`src/rtl/osmanip_pkg.sv`:
```
// Shared types for the OSMANIP move sequencer: FSM states, motor codes and
// the queued command record.
package osmanip_pkg;

    typedef enum logic [2:0] {
        ST_IDLE,
        ST_SETUP,
        ST_STEP_HI,
        ST_STEP_LO,
        ST_SETTLE
    } state_t;

    localparam int NUM_MOTORS = 6;

    localparam logic [2:0] MOTOR_XA = 3'd0;
    localparam logic [2:0] MOTOR_XB = 3'd1;
    localparam logic [2:0] MOTOR_YA = 3'd2;
    localparam logic [2:0] MOTOR_YB = 3'd3;
    localparam logic [2:0] MOTOR_ZA = 3'd4;
    localparam logic [2:0] MOTOR_ZB = 3'd5;

    typedef struct packed {
        logic [2:0] motor;
        logic       dir;
        logic [1:0] quarters;
    } cmd_t;

    function automatic logic motor_is_valid(input logic [2:0] motor);
        return motor <= MOTOR_ZB;
    endfunction

    // Odd codes are the B motors, which share the B direction line.
    function automatic logic motor_is_b(input logic [2:0] motor);
        return motor[0];
    endfunction

endpackage

```
`src/rtl/osmanip_cmd_fifo.sv`:
```
// Show-ahead command queue: the head entry is visible on o_data whenever
// the queue is non-empty, so the sequencer can decide and pop in one cycle.
module osmanip_cmd_fifo
    import osmanip_pkg::*;
#(
    parameter int DEPTH = 8
)(
    input  logic                    clk,
    input  logic                    rst_n,
    input  logic                    i_flush,
    input  logic                    i_push,
    input  cmd_t                    i_data,
    input  logic                    i_pop,
    output cmd_t                    o_data,
    output logic [$clog2(DEPTH):0]  o_level,
    output logic                    o_empty,
    output logic                    o_full
);

    localparam int AW = $clog2(DEPTH);
    localparam logic [AW-1:0] PTR_ONE  = 1;
    localparam logic [AW:0]   LVL_ONE  = 1;
    localparam logic [AW:0]   LVL_FULL = DEPTH[AW:0];

    cmd_t          r_mem [DEPTH];
    logic [AW-1:0] r_wr_ptr;
    logic [AW-1:0] r_rd_ptr;
    logic [AW:0]   r_level;
    logic          w_push;
    logic          w_pop;

    assign w_push = i_push && !o_full && !i_flush;
    assign w_pop  = i_pop && !o_empty && !i_flush;

    always_ff @(posedge clk) begin
        if (w_push) begin
            r_mem[r_wr_ptr] <= i_data;
        end
    end

    always_ff @(posedge clk or negedge rst_n) begin
        if (!rst_n) begin
            r_wr_ptr <= '0;
            r_rd_ptr <= '0;
            r_level  <= '0;
        end else if (i_flush) begin
            r_wr_ptr <= '0;
            r_rd_ptr <= '0;
            r_level  <= '0;
        end else begin
            if (w_push) begin
                r_wr_ptr <= r_wr_ptr + PTR_ONE;
            end
            if (w_pop) begin
                r_rd_ptr <= r_rd_ptr + PTR_ONE;
            end
            case ({w_push, w_pop})
                2'b10:   r_level <= r_level + LVL_ONE;
                2'b01:   r_level <= r_level - LVL_ONE;
                default: r_level <= r_level;
            endcase
        end
    end

    assign o_data  = r_mem[r_rd_ptr];
    assign o_level = r_level;
    assign o_empty = (r_level == '0);
    assign o_full  = (r_level == LVL_FULL);

endmodule

```
`src/rtl/osmanip_move_sequencer.sv`:
```
// Queued stepper-move sequencer: pops quarter-turn commands and emits step
// pulses with direction setup and post-move settle time.
module osmanip_move_sequencer
    import osmanip_pkg::*;
#(
    parameter int STEP_HALF       = 25000,
    parameter int STEPS_PER_QTURN = 50,
    parameter int DIR_SETUP       = 4,
    parameter int SETTLE          = 50000,
    parameter int FIFO_DEPTH      = 8
)(
    input  logic                         clk_clk,
    input  logic                         reset_reset_n,
    input  logic                         cmd_valid,
    output logic                         cmd_ready,
    input  logic [2:0]                   cmd_motor,
    input  logic                         cmd_dir,
    input  logic [1:0]                   cmd_quarters,
    input  logic                         enable,
    input  logic                         abort,
    output logic                         o_mxa,
    output logic                         o_mxb,
    output logic                         o_mya,
    output logic                         o_myb,
    output logic                         o_mza,
    output logic                         o_mzb,
    output logic                         o_dira,
    output logic                         o_dirb,
    output logic                         busy,
    output logic [$clog2(FIFO_DEPTH):0]  fifo_level,
    output logic                         err_sticky
);

    state_t                  r_state;
    state_t                  w_state_next;
    logic [31:0]             r_cnt;
    logic [31:0]             w_cnt_next;
    logic [15:0]             r_remaining;
    logic [15:0]             w_remaining_next;
    logic [2:0]              r_motor;
    logic                    r_dira;
    logic                    r_dirb;
    logic                    r_err;
    logic [NUM_MOTORS-1:0]   r_step;
    logic [NUM_MOTORS-1:0]   w_step_next;
    cmd_t                    w_push_cmd;
    cmd_t                    w_head;
    logic                    w_accept;
    logic                    w_push;
    logic                    w_pop;
    logic                    w_load;
    logic                    w_fifo_empty;
    logic                    w_fifo_full;

    assign cmd_ready  = !w_fifo_full && !abort;
    assign w_accept   = cmd_valid && cmd_ready;
    assign w_push     = w_accept && motor_is_valid(cmd_motor);
    assign w_push_cmd = cmd_t'{motor: cmd_motor, dir: cmd_dir, quarters: cmd_quarters};

    osmanip_cmd_fifo #(
        .DEPTH   (FIFO_DEPTH)
    ) u_cmd_fifo (
        .clk     (clk_clk),
        .rst_n   (reset_reset_n),
        .i_flush (abort),
        .i_push  (w_push),
        .i_data  (w_push_cmd),
        .i_pop   (w_pop),
        .o_data  (w_head),
        .o_level (fifo_level),
        .o_empty (w_fifo_empty),
        .o_full  (w_fifo_full)
    );

    always_comb begin
        w_state_next     = r_state;
        w_cnt_next       = r_cnt;
        w_remaining_next = r_remaining;
        w_pop            = 1'b0;
        w_load           = 1'b0;
        if (abort) begin
            w_state_next     = ST_IDLE;
            w_cnt_next       = '0;
            w_remaining_next = '0;
        end else begin
            case (r_state)
                ST_IDLE: begin
                    if (!w_fifo_empty && enable) begin
                        w_pop = 1'b1;
                        // A zero-quarter entry is simply consumed.
                        if (w_head.quarters != 2'd0) begin
                            w_load           = 1'b1;
                            w_remaining_next = 16'(w_head.quarters) * 16'(STEPS_PER_QTURN);
                            w_cnt_next       = '0;
                            w_state_next     = ST_SETUP;
                        end
                    end
                end
                ST_SETUP: begin
                    if (r_cnt == 32'(DIR_SETUP)) begin
                        w_cnt_next   = '0;
                        w_state_next = ST_STEP_HI;
                    end else begin
                        w_cnt_next = r_cnt + 32'd1;
                    end
                end
                ST_STEP_HI: begin
                    if (r_cnt == 32'(STEP_HALF - 1)) begin
                        w_cnt_next       = '0;
                        w_remaining_next = r_remaining - 16'd1;
                        w_state_next     = ST_STEP_LO;
                    end else begin
                        w_cnt_next = r_cnt + 32'd1;
                    end
                end
                ST_STEP_LO: begin
                    // Counter parks at the last low cycle while paused.
                    if (r_cnt != 32'(STEP_HALF - 1)) begin
                        w_cnt_next = r_cnt + 32'd1;
                    end else if (r_remaining == 16'd0) begin
                        w_cnt_next   = '0;
                        w_state_next = ST_SETTLE;
                    end else if (enable) begin
                        w_cnt_next   = '0;
                        w_state_next = ST_STEP_HI;
                    end
                end
                ST_SETTLE: begin
                    if (r_cnt == 32'(SETTLE - 1)) begin
                        w_cnt_next   = '0;
                        w_state_next = ST_IDLE;
                    end else begin
                        w_cnt_next = r_cnt + 32'd1;
                    end
                end
                default: begin
                    w_state_next = ST_IDLE;
                    w_cnt_next   = '0;
                end
            endcase
        end
    end

    for (genvar gi = 0; gi < NUM_MOTORS; gi++) begin : g_step_decode
        assign w_step_next[gi] = (w_state_next == ST_STEP_HI) && (r_motor == 3'(gi));
    end

    always_ff @(posedge clk_clk or negedge reset_reset_n) begin
        if (!reset_reset_n) begin
            r_state     <= ST_IDLE;
            r_cnt       <= '0;
            r_remaining <= '0;
            r_motor     <= '0;
            r_dira      <= 1'b0;
            r_dirb      <= 1'b0;
            r_err       <= 1'b0;
            r_step      <= '0;
        end else begin
            r_state     <= w_state_next;
            r_cnt       <= w_cnt_next;
            r_remaining <= w_remaining_next;
            r_step      <= w_step_next;
            if (w_load) begin
                r_motor <= w_head.motor;
                if (motor_is_b(w_head.motor)) begin
                    r_dirb <= w_head.dir;
                end else begin
                    r_dira <= w_head.dir;
                end
            end
            if (w_accept && !motor_is_valid(cmd_motor)) begin
                r_err <= 1'b1;
            end
        end
    end

    assign o_mxa      = r_step[MOTOR_XA];
    assign o_mxb      = r_step[MOTOR_XB];
    assign o_mya      = r_step[MOTOR_YA];
    assign o_myb      = r_step[MOTOR_YB];
    assign o_mza      = r_step[MOTOR_ZA];
    assign o_mzb      = r_step[MOTOR_ZB];
    assign o_dira     = r_dira;
    assign o_dirb     = r_dirb;
    assign err_sticky = r_err;
    assign busy       = (r_state != ST_IDLE) || !w_fifo_empty;

endmodule

```
`config.mk`:
```
export PLATFORM = sky130hd
export DESIGN_NAME = osmanip_move_sequencer
export DESIGN_NICKNAME = d
export VERILOG_FILES = /design/src/rtl/osmanip_pkg.sv /design/src/rtl/osmanip_cmd_fifo.sv /design/src/rtl/osmanip_move_sequencer.sv
export SDC_FILE = /design/constraint.sdc
export NUM_CORES = 1
export LEC_CHECK = 0
export ABC_AREA = 1
export BUFFER_PORTS_ARGS = -buffer_cell sky130_fd_sc_hd__buf_2
export CORE_ASPECT_RATIO = 1.2
export CORE_MARGIN = 1
export CORE_UTILIZATION = 65
export CTS_CLUSTER_DIAMETER = 100
export DETAILED_ROUTE_END_ITERATION = 10
export PLACE_DENSITY = 0.8
export SYNTH_ARGS = -nofsm -noshare
export SYNTH_HDL_FRONTEND = slang
export SYNTH_SLANG_ARGS = --single-unit
```
`constraint.sdc`:
```
create_clock -name clk_clk -period 7 [get_ports clk_clk]
set_clock_uncertainty 0.2 [all_clocks]
set_input_delay 1.4 -clock clk_clk [delete_from_list [all_inputs] [get_ports clk_clk]]
set_output_delay 1.4 -clock clk_clk [all_outputs]
set_load 0.03 [all_outputs]
```
==> impl_metrics.json, run 1 <==
{
  "status": "finished clean",
  "hold_depth": 2,
  "synthArstFlopShare_pct": 60.3,
  "maxCapViolations": 0,
  "cts_htree_levels": 4,
  "num_vias": 6711,
  "cellPowerDensity_nw_per_um2": 302,
  "cts_root_buffer": "clkbuf_16",
  "ys_types": 42,
  "cts.sinks": 121,
  "synth_fp_nets": 1011,
  "crit_buf_inv": 4,
  "drive_above_1_share_pct": 10.4,
  "post_cts.repair.setup_buffers": 0,
  "pwr-share-seq_pct": 35.8,
  "peakVddDrop_v": 0.000303,
  "port_buffers": 25,
  "wl_per_cell_um": 16.1,
  "yosys_most_used_dff": "dfrtp_1",
  "final.min_clock_period_ns": 3.79,
  "firstDrtPassIters": 5,
  "viasPerCell": 5.83,
  "final-hold-violation-count": 0,
  "path_cells": "inv_1 -> o21ai_0 -> o22ai_1 -> nand2_1 -> o21ai_0 -> inv_1 -> ha_1 -> inv_1 -> nand3_1 -> nand3_1 -> nand2_4 -> inv_4 -> o21ai_0",
  "required_ns": 7.14,
  "path_clk_slew_ns": 0.06,
  "initial_utilization_pct": 66.9,
  "ys_warn_count": 0,
  "path_max_fanout": 26,
  "dieHeight_um": 119,
  "max_freq_mhz": 264,
  "seq_area_frac_synth_pct": 44.3,
  "boundaryPins": 26,
  "post_dp_cell_area_um2": 7550,
  "tightest_slew_ns": 0.986,
  "worstHoldPathType": "register to register",
  "num_rows": 42,
  "core_area_um2": 11000,
  "die_x_um": 99.3,
  "synth_compound_area_share_pct": 12.7,
  "drtIter0Drc": 459,
  "min_to": "o_dirb$_DFFE_PN0P_",
  "fin_nets": 1029,
  "maxSlewViolCount": 0,
  "synth_fa_ha_area_share_pct": 1.97,
  "cts_hold_buf": 0,
  "worstSetupEndpointType": "register",
  "synth-seq-cells": 121,
  "p_clk_share_pct": 36.3,
  "synthSimpleGateAreaFrac_pct": 31.7,
  "syn2layout_area_growth_pct": 10.5,
  "drt-total-wl_mm": 18.5,
  "sw_frac_of_total_pct": 37.3,
  "drc": 0,
  "antenna_found_initial": 0,
  "hold_start": "o_dirb$_DFFE_PN0P_",
  "cts_buffers": 17,
  "crit_path_max_incr_delay_ns": 0.84,
  "clock_latency_ns": 0.43,
  "setup-tns-final_ns": 0,
  "grt_max_degree": 74,
  "slew_headroom_pct": 34.2,
  "fin_crit_sh_pct": 54.1,
  "rr_worst_depth": 13,
  "grt.overflow.total": 0,
  "fillers": 866,
  "net-switching-power_uw": 916,
  "syn_inst": 989,
  "grt.total_usage_pct": 33.8,
  "diodes": 0,
  "r2r_setup_slack_ns": 3.21,
  "fin_area_um2": 8150,
  "p_leak_uw": 0.00367,
  "crit_type": "register to register",
  "clock_path_buffers": 2,
  "critPathTopFamily": "buffers and inverters",
  "r2r_start": "u_cmd_fifo.r_rd_ptr[0]$_DFFE_PN0P_",
  "drtAntennaViolNets": 0,
  "startpoint": "u_cmd_fifo.r_rd_ptr[0]$_DFFE_PN0P_",
  "grt_pass1_vias": 6510,
  "crit_path_start_kind": "register",
  "syn_area_um2": 7380,
  "holdWs_ns": 0.290,
  "finalPower_uw": 2460,
  "p_int_uw": 1540,
  "avgSynthCellArea_um2": 7.46,
  "yosys-mux-area-fraction_pct": 0,
  "dpl.hpwl_mm": 12.3,
  "synth_edf_count": 48,
  "synth-xor-area-share_pct": 2.00,
  "cts-resized-gates": 0,
  "fp.dieArea_um2": 11800,
  "place.gp.congestion": 0.925,
  "rsz0062_at_grt": "no",
  "r2r-end": "r_cnt[18]$_DFFE_PN0P_",
  "cts_tree": "yes",
  "crit_path_top_delay_cell": "dfrtp_1",
  "synth_top_family_by_area": "simple AND/OR/NAND/NOR gates",
  "combPwrFrac_pct": 27.9,
  "setup_viol": 0,
  "grt_pass1_wl_mm": 30.7,
  "arrival_ns": 3.93
}
[cells in the final DEF, fill, tap and decap left out, types with 3 or more instances in the layout]
| cell type | instances |
|---|---|
| edfxtp_1 | 48 |
| inv_1 | 94 |
| nand2_1 | 278 |
| buf_2 | 24 |
| dfrtp_1 | 73 |
| inv_2 | 5 |
| o21ai_1 | 4 |
| nor2_4 | 3 |
| a31oi_1 | 3 |
| nor2_2 | 9 |
| nor2_1 | 153 |
| a21oi_1 | 12 |
| xnor2_1 | 3 |
| buf_4 | 5 |
| nand4_1 | 13 |
| nand2_2 | 6 |
| o21ai_0 | 72 |
| nor3_2 | 4 |
| o21ai_2 | 10 |
| nor3_1 | 5 |
| clkbuf_16 | 17 |
| xor2_1 | 12 |
| o22ai_1 | 12 |
| inv_8 | 3 |
| o211ai_1 | 33 |
| inv_6 | 6 |
| nand3_1 | 78 |
| ha_1 | 10 |
[power by group through the flow]
stage / Sequential, µW / Combinational, µW / Clock (µW)
6_report: 880 / 685 / 894
5_1_grt: 889 / 775 / 930
4_1_cts: 877 / 682 / 903
3_5_place_dp: 889 / 667 / 0
3_3_place_gp: 890 / 651 / 0
2_1_floorplan: 889 / 506 / 0
[how the worst max path moves through the flow]
stage               cells past startpoint                                 to  slack, ns
global placement                       14  u_cmd_fifo.o_level[3]$_DFFE_PN0P_       3.14
detailed placement                     14  u_cmd_fifo.o_level[3]$_DFFE_PN0P_       3.07
floorplan                              12  u_cmd_fifo.o_level[3]$_DFFE_PN0P_       3.10
CTS                                    13              r_cnt[18]$_DFFE_PN0P_       3.25
finish                                 13              r_cnt[18]$_DFFE_PN0P_       3.21
global route                           13              r_cnt[19]$_DFFE_PN0P_       2.88
[worst register-to-register path, delay by kind of cell (launching register included)]
family	cells	cell delay, ns
buffers and inverters	4	0.89
AOI/OAI and AO/OA	4	0.84
and+or+nand+nor	4	0.80
DFF	1	0.84
adders and majority gates	1	0.14
[state kept, by name, indices dropped and copies added (netlist names), 3 cells and up]
name,count
r_step,6
u_cmd_fifo.r_rd_ptr,3
r_state,3
u_cmd_fifo.r_mem,48
r_remaining,16
u_cmd_fifo.o_level,4
r_motor,3
r_cnt,32
u_cmd_fifo.r_wr_ptr,3
[layout make-up]
| cell class | count | area (µm²) | area share, % |
|---|---|---|---|
| multi-input combinational | 737 | 3580 | 43.9 |
| sequential | 121 | 3270 | 40.1 |
| clock buffer | 17 | 425 | 5.22 |
| inverter | 101 | 382 | 4.68 |
| clock inverter | 15 | 175 | 2.15 |
| tap | 132 | 165 | 2.03 |
| timing repair buffer | 29 | 158 | 1.93 |
[cells by family after synthesis]
kind of cell / Yosys count
simple gates: 556
compound gates: 154
buf+inv: 131
flops: 121
xor+xnor: 16
fa+ha+maj: 11
[per-layer routing]
metal	track usage, %	wire length (µm)	up-vias
met4	18.5	767	0
met5	0	0	-
met1	39.3	7390	3126
met3	5.44	881	62
met2	59.1	9490	218
li1	-	-	3305
[metrics by stage]
step / instances / setup slack, ns / utilization [%]
global placement: 1120 / 3.14 / 68.4
CTS: 1152 / 3.25 / 73.9
floorplan: 989 / 3.10 / -
detailed placement: 1120 / 3.07 / 68.4
finish: 1152 / 3.21 / 73.9
global route: 1152 / 2.88 / 73.9
[cell usage after synthesis (3+ instances only)]
master      n  area (µm²)
a21oi_1    12        60.1
a31oi_1     3        18.8
buf_1       3        11.3
buf_2      16        80.1
buf_4       3        22.5
clkbuf_1    6        22.5
dfrtp_1    73        1830
edfxtp_1   48        1440
ha_1       10         125
inv_1      94         353
inv_2       5        18.8
nand2_1   278        1040
nand2_2     6        37.5
nand3_1    78         390
nand4_1    13        81.3
nor2_1    153         574
nor2_2      9        56.3
nor2_4      3        33.8
nor3_1      7        35.0
o211ai_1   33         248
o21ai_0    72         360
o21ai_1     4        20.0
o21ai_2    10        87.6
o22ai_1    12        75.1
xnor2_1     3        26.3
xor2_1     12         105
Power figures use the tool's default switching activity.
==> inputs of run 2 (changes only) <==
--- a/config.mk
+++ b/config.mk
@@ -5,14 +5,14 @@
 export SDC_FILE = /design/constraint.sdc
 export NUM_CORES = 1
 export LEC_CHECK = 0
-export ABC_AREA = 1
+export ABC_AREA = 0
 export BUFFER_PORTS_ARGS = -buffer_cell sky130_fd_sc_hd__buf_2
 export CORE_ASPECT_RATIO = 1.2
 export CORE_MARGIN = 1
-export CORE_UTILIZATION = 65
+export CORE_UTILIZATION = 62
 export CTS_CLUSTER_DIAMETER = 100
 export DETAILED_ROUTE_END_ITERATION = 10
-export PLACE_DENSITY = 0.8
+export PLACE_DENSITY = 0.77
 export SYNTH_ARGS = -nofsm -noshare
 export SYNTH_HDL_FRONTEND = slang
 export SYNTH_SLANG_ARGS = --single-unit
==> constraint.sdc (replaced) <==
create_clock -name clk_clk -period 3.7 [get_ports clk_clk]
set_clock_uncertainty 0.2 [all_clocks]
set_input_delay 0.74 -clock clk_clk [delete_from_list [all_inputs] [get_ports clk_clk]]
set_output_delay 0.74 -clock clk_clk [all_outputs]
set_load 0.03 [all_outputs]
==> run 2 against run 1 <==
Utilization shrank 0.088 points. Wire length decreased by 24%. Clock-buffer cell count increased by 3. Combinational power grew 40%. First-iteration DRC count fell by 26%. Register-to-register slack worse by 2.9 ns. Flip-flop and latch count did not move. Total power is 66% higher. Highest routed layer unchanged.
==> impl_metrics.json, run 2 <==
{
  "post_cts.repair.setup_buffers": 0,
  "synth-seq-cells": 121,
  "clock_path_buffers": 2,
  "yosys_most_used_dff": "dfrtp_1",
  "die_x_um": 93.8,
  "regMostFlops": "u_cmd_fifo.r_mem",
  "setup_viol": 0,
  "crit_path_start_kind": "register",
  "p_leak_uw": 0.00278,
  "worstSetupEndpointType": "register",
  "drive_above_1_share_pct": 18.1,
  "avgSynthCellArea_um2": 10.9,
  "route.met3.wl_um": 840,
  "crit_type": "register to register",
  "fin_area_um2": 7130,
  "r2r-end": "r_step[2]$_DFF_PN0_",
  "clock_latency_ns": 0.41,
  "synth.top_cell.area_share_pct": 29.1,
  "maxSlewViolCount": 0,
  "arrival_ns": 3.43,
  "drc": 0,
  "synth_top_area_cell": "dfrtp_1",
  "maxCapViolations": 0,
  "tightest_slew_ns": 0.948,
  "rr_worst_depth": 8,
  "diodes": 0,
  "max_freq_mhz": 298,
  "boundaryPins": 26,
  "crit_path_max_incr_delay_ns": 0.64,
  "crit_path_top_delay_cell": "or4b_1",
  "largest_reg_flops": 48,
  "cts_root_buffer": "clkbuf_16",
  "setup-tns-final_ns": 0,
  "grt_pass1_wl_mm": 23.6,
  "drtIter0Drc": 341,
  "antenna_found_initial": 0,
  "drt-total-wl_mm": 14.1,
  "dpl.hpwl_mm": 9.45,
  "synth.most_common_cell": "dfrtp_1",
  "initial_utilization_pct": 64.9,
  "rsz0062_at_grt": "no",
  "ys_top_cells_by_count": "dfrtp_1 (73), nand2_1 (70), nor2_1 (58)",
  "r2r_setup_slack_ns": 0.35,
  "path_clk_slew_ns": 0.06,
  "ys_types": 64,
  "fp.dieArea_um2": 10500,
  "final.min_clock_period_ns": 3.35,
  "status": "finished clean",
  "num_rows": 39,
  "dieHeight_um": 112,
  "critPathTopFamily": "simple AND/OR/NAND/NOR gates",
  "final_cell_mix": "dfrtp_1 (73), nand2_1 (70), nor2_1 (58), edfxtp_1 (48), nor3_1 (25)",
  "drtAntennaViolNets": 0,
  "post_dp_cell_area_um2": 6580,
  "cts-resized-gates": 0,
  "path_max_fanout": 7,
  "worstHoldPathType": "primary input to asynchronous set/reset pin",
  "peakVddDrop_v": 0.000310,
  "slew_headroom_pct": 36.8,
  "synth_fp_nets": 598,
  "syn_area_um2": 6270,
  "routed-wl-met2_mm": 7.14,
  "cts_buffers": 17,
  "top_regs": "u_cmd_fifo.r_mem (48), r_cnt (32), r_remaining (16)",
  "cellPowerDensity_nw_per_um2": 573,
  "cts_htree_levels": 4,
  "num_vias": 4910,
  "port_buffers": 25,
  "firstDrtPassIters": 5,
  "required_ns": 3.77,
  "syn_inst": 576,
  "cts_hold_buf": 0,
  "fin_crit_sh_pct": 90.7,
  "place.gp.congestion": 0.833,
  "wl_met1_mm": 5.80,
  "r2r_start": "u_cmd_fifo.r_rd_ptr[0]$_DFFE_PN0P_",
  "final-hold-violation-count": 0,
  "cts_tree": "yes",
  "cts.sinks": 121,
  "path_cells": "mux4_2 -> mux2i_1 -> ha_1 -> nor2_1 -> nand2_1 -> o21ai_0 -> or4b_1 -> nor4b_1",
  "seq_area_frac_synth_pct": 52.1,
  "final_common_cell": "dfrtp_1",
  "core_area_um2": 9660,
  "grt.total_usage_pct": 29.4,
  "fin_nets": 634,
  "highest_layer": "met4",
  "synth_edf_count": 48,
  "grt.overflow.total": 0,
  "grt_max_degree": 74,
  "synth.area.top_cells": "dfrtp_1 (29%), edfxtp_1 (23%), mux4_2 (4.3%), nand2_1 (4.2%), nor2_1 (3.5%)",
  "grt_pass1_vias": 4882,
  "synthArstFlopShare_pct": 60.3,
  "syn2layout_area_growth_pct": 13.7,
  "wl_per_cell_um": 18.9,
  "crit_buf_inv": 0,
  "ys_warn_count": 0,
  "viasPerCell": 6.56
}
-- run 2: how the worst max path moves through the flow --
stage                                                  start                           endpoint  slack [ns]  depth (start not counted)
after CTS                 u_cmd_fifo.r_rd_ptr[0]$_DFFE_PN0P_                r_step[2]$_DFF_PN0_        0.37                          8
final                     u_cmd_fifo.r_rd_ptr[0]$_DFFE_PN0P_                r_step[2]$_DFF_PN0_        0.35                          8
after global placement                                 abort  u_cmd_fifo.o_level[3]$_DFFE_PN0P_        0.54                         10
after global routing      u_cmd_fifo.r_rd_ptr[0]$_DFFE_PN0P_                r_step[2]$_DFF_PN0_         0.1                          8
after floorplan           u_cmd_fifo.r_rd_ptr[0]$_DFFE_PN0P_         r_remaining[7]$_DFFE_PN0P_        0.50                         11
after detailed placement  u_cmd_fifo.r_rd_ptr[0]$_DFFE_PN0P_         r_remaining[6]$_DFFE_PN0P_        0.39                          8
-- run 2: cell type report --
type / count / area (µm²)
Tap cell: 123 / 154
Sequential cell: 121 / 3270
Multi-Input combinational cell: 409 / 2820
Timing Repair Buffer: 42 / 255
Fill cell: 682 / 2530
Clock inverter: 12 / 103
Inverter: 21 / 78.8
Clock buffer: 20 / 447
-- run 2: routing by layer --
layer | vias to the layer above | GRT usage [%]
li1 | 2261 | -
met1 | 2435 | 39.0
met2 | 187 | 46.2
met3 | 27 | 6.37
met4 | 0 | 13.9
met5 | - | 0
-- run 2: through the flow --
step / std cells / hold WS (ns) / total power, µW / util [%] / setup slack (ns)
2_1_floorplan: 576 / 0.244 / 2260 / - / 0.495
3_3_place_gp: 716 / 0.250 / 2540 / 68.1 / 0.537
3_5_place_dp: 716 / 0.265 / 2570 / 68.1 / 0.392
4_1_cts: 748 / 0.286 / 4090 / 73.8 / 0.372
5_1_grt: 748 / 0.300 / 4270 / 73.8 / 0.0955
6_report: 748 / 0.271 / 4090 / 73.8 / 0.345
-- run 2: power breakdown --
part / internal [µW] / total (µW) / switching [µW]
combinational: 345 / 957 / 612
sequential: 1490 / 1610 / 118
clock: 935 / 1520 / 586
-- run 2: cells by family (layout without fill, tap and decap cells) --
family          after synthesis  count (layout)  share of synthesized area [%]
flops                       121             121                           52.1
fa+ha+maj                    11              11                           2.32
buf+inv                      46              95                           3.03
compound gates              109             109                           13.1
simple gates                253             253                           21.5
xor+xnor                     12              12                           1.68
mux                          24              24                           6.29
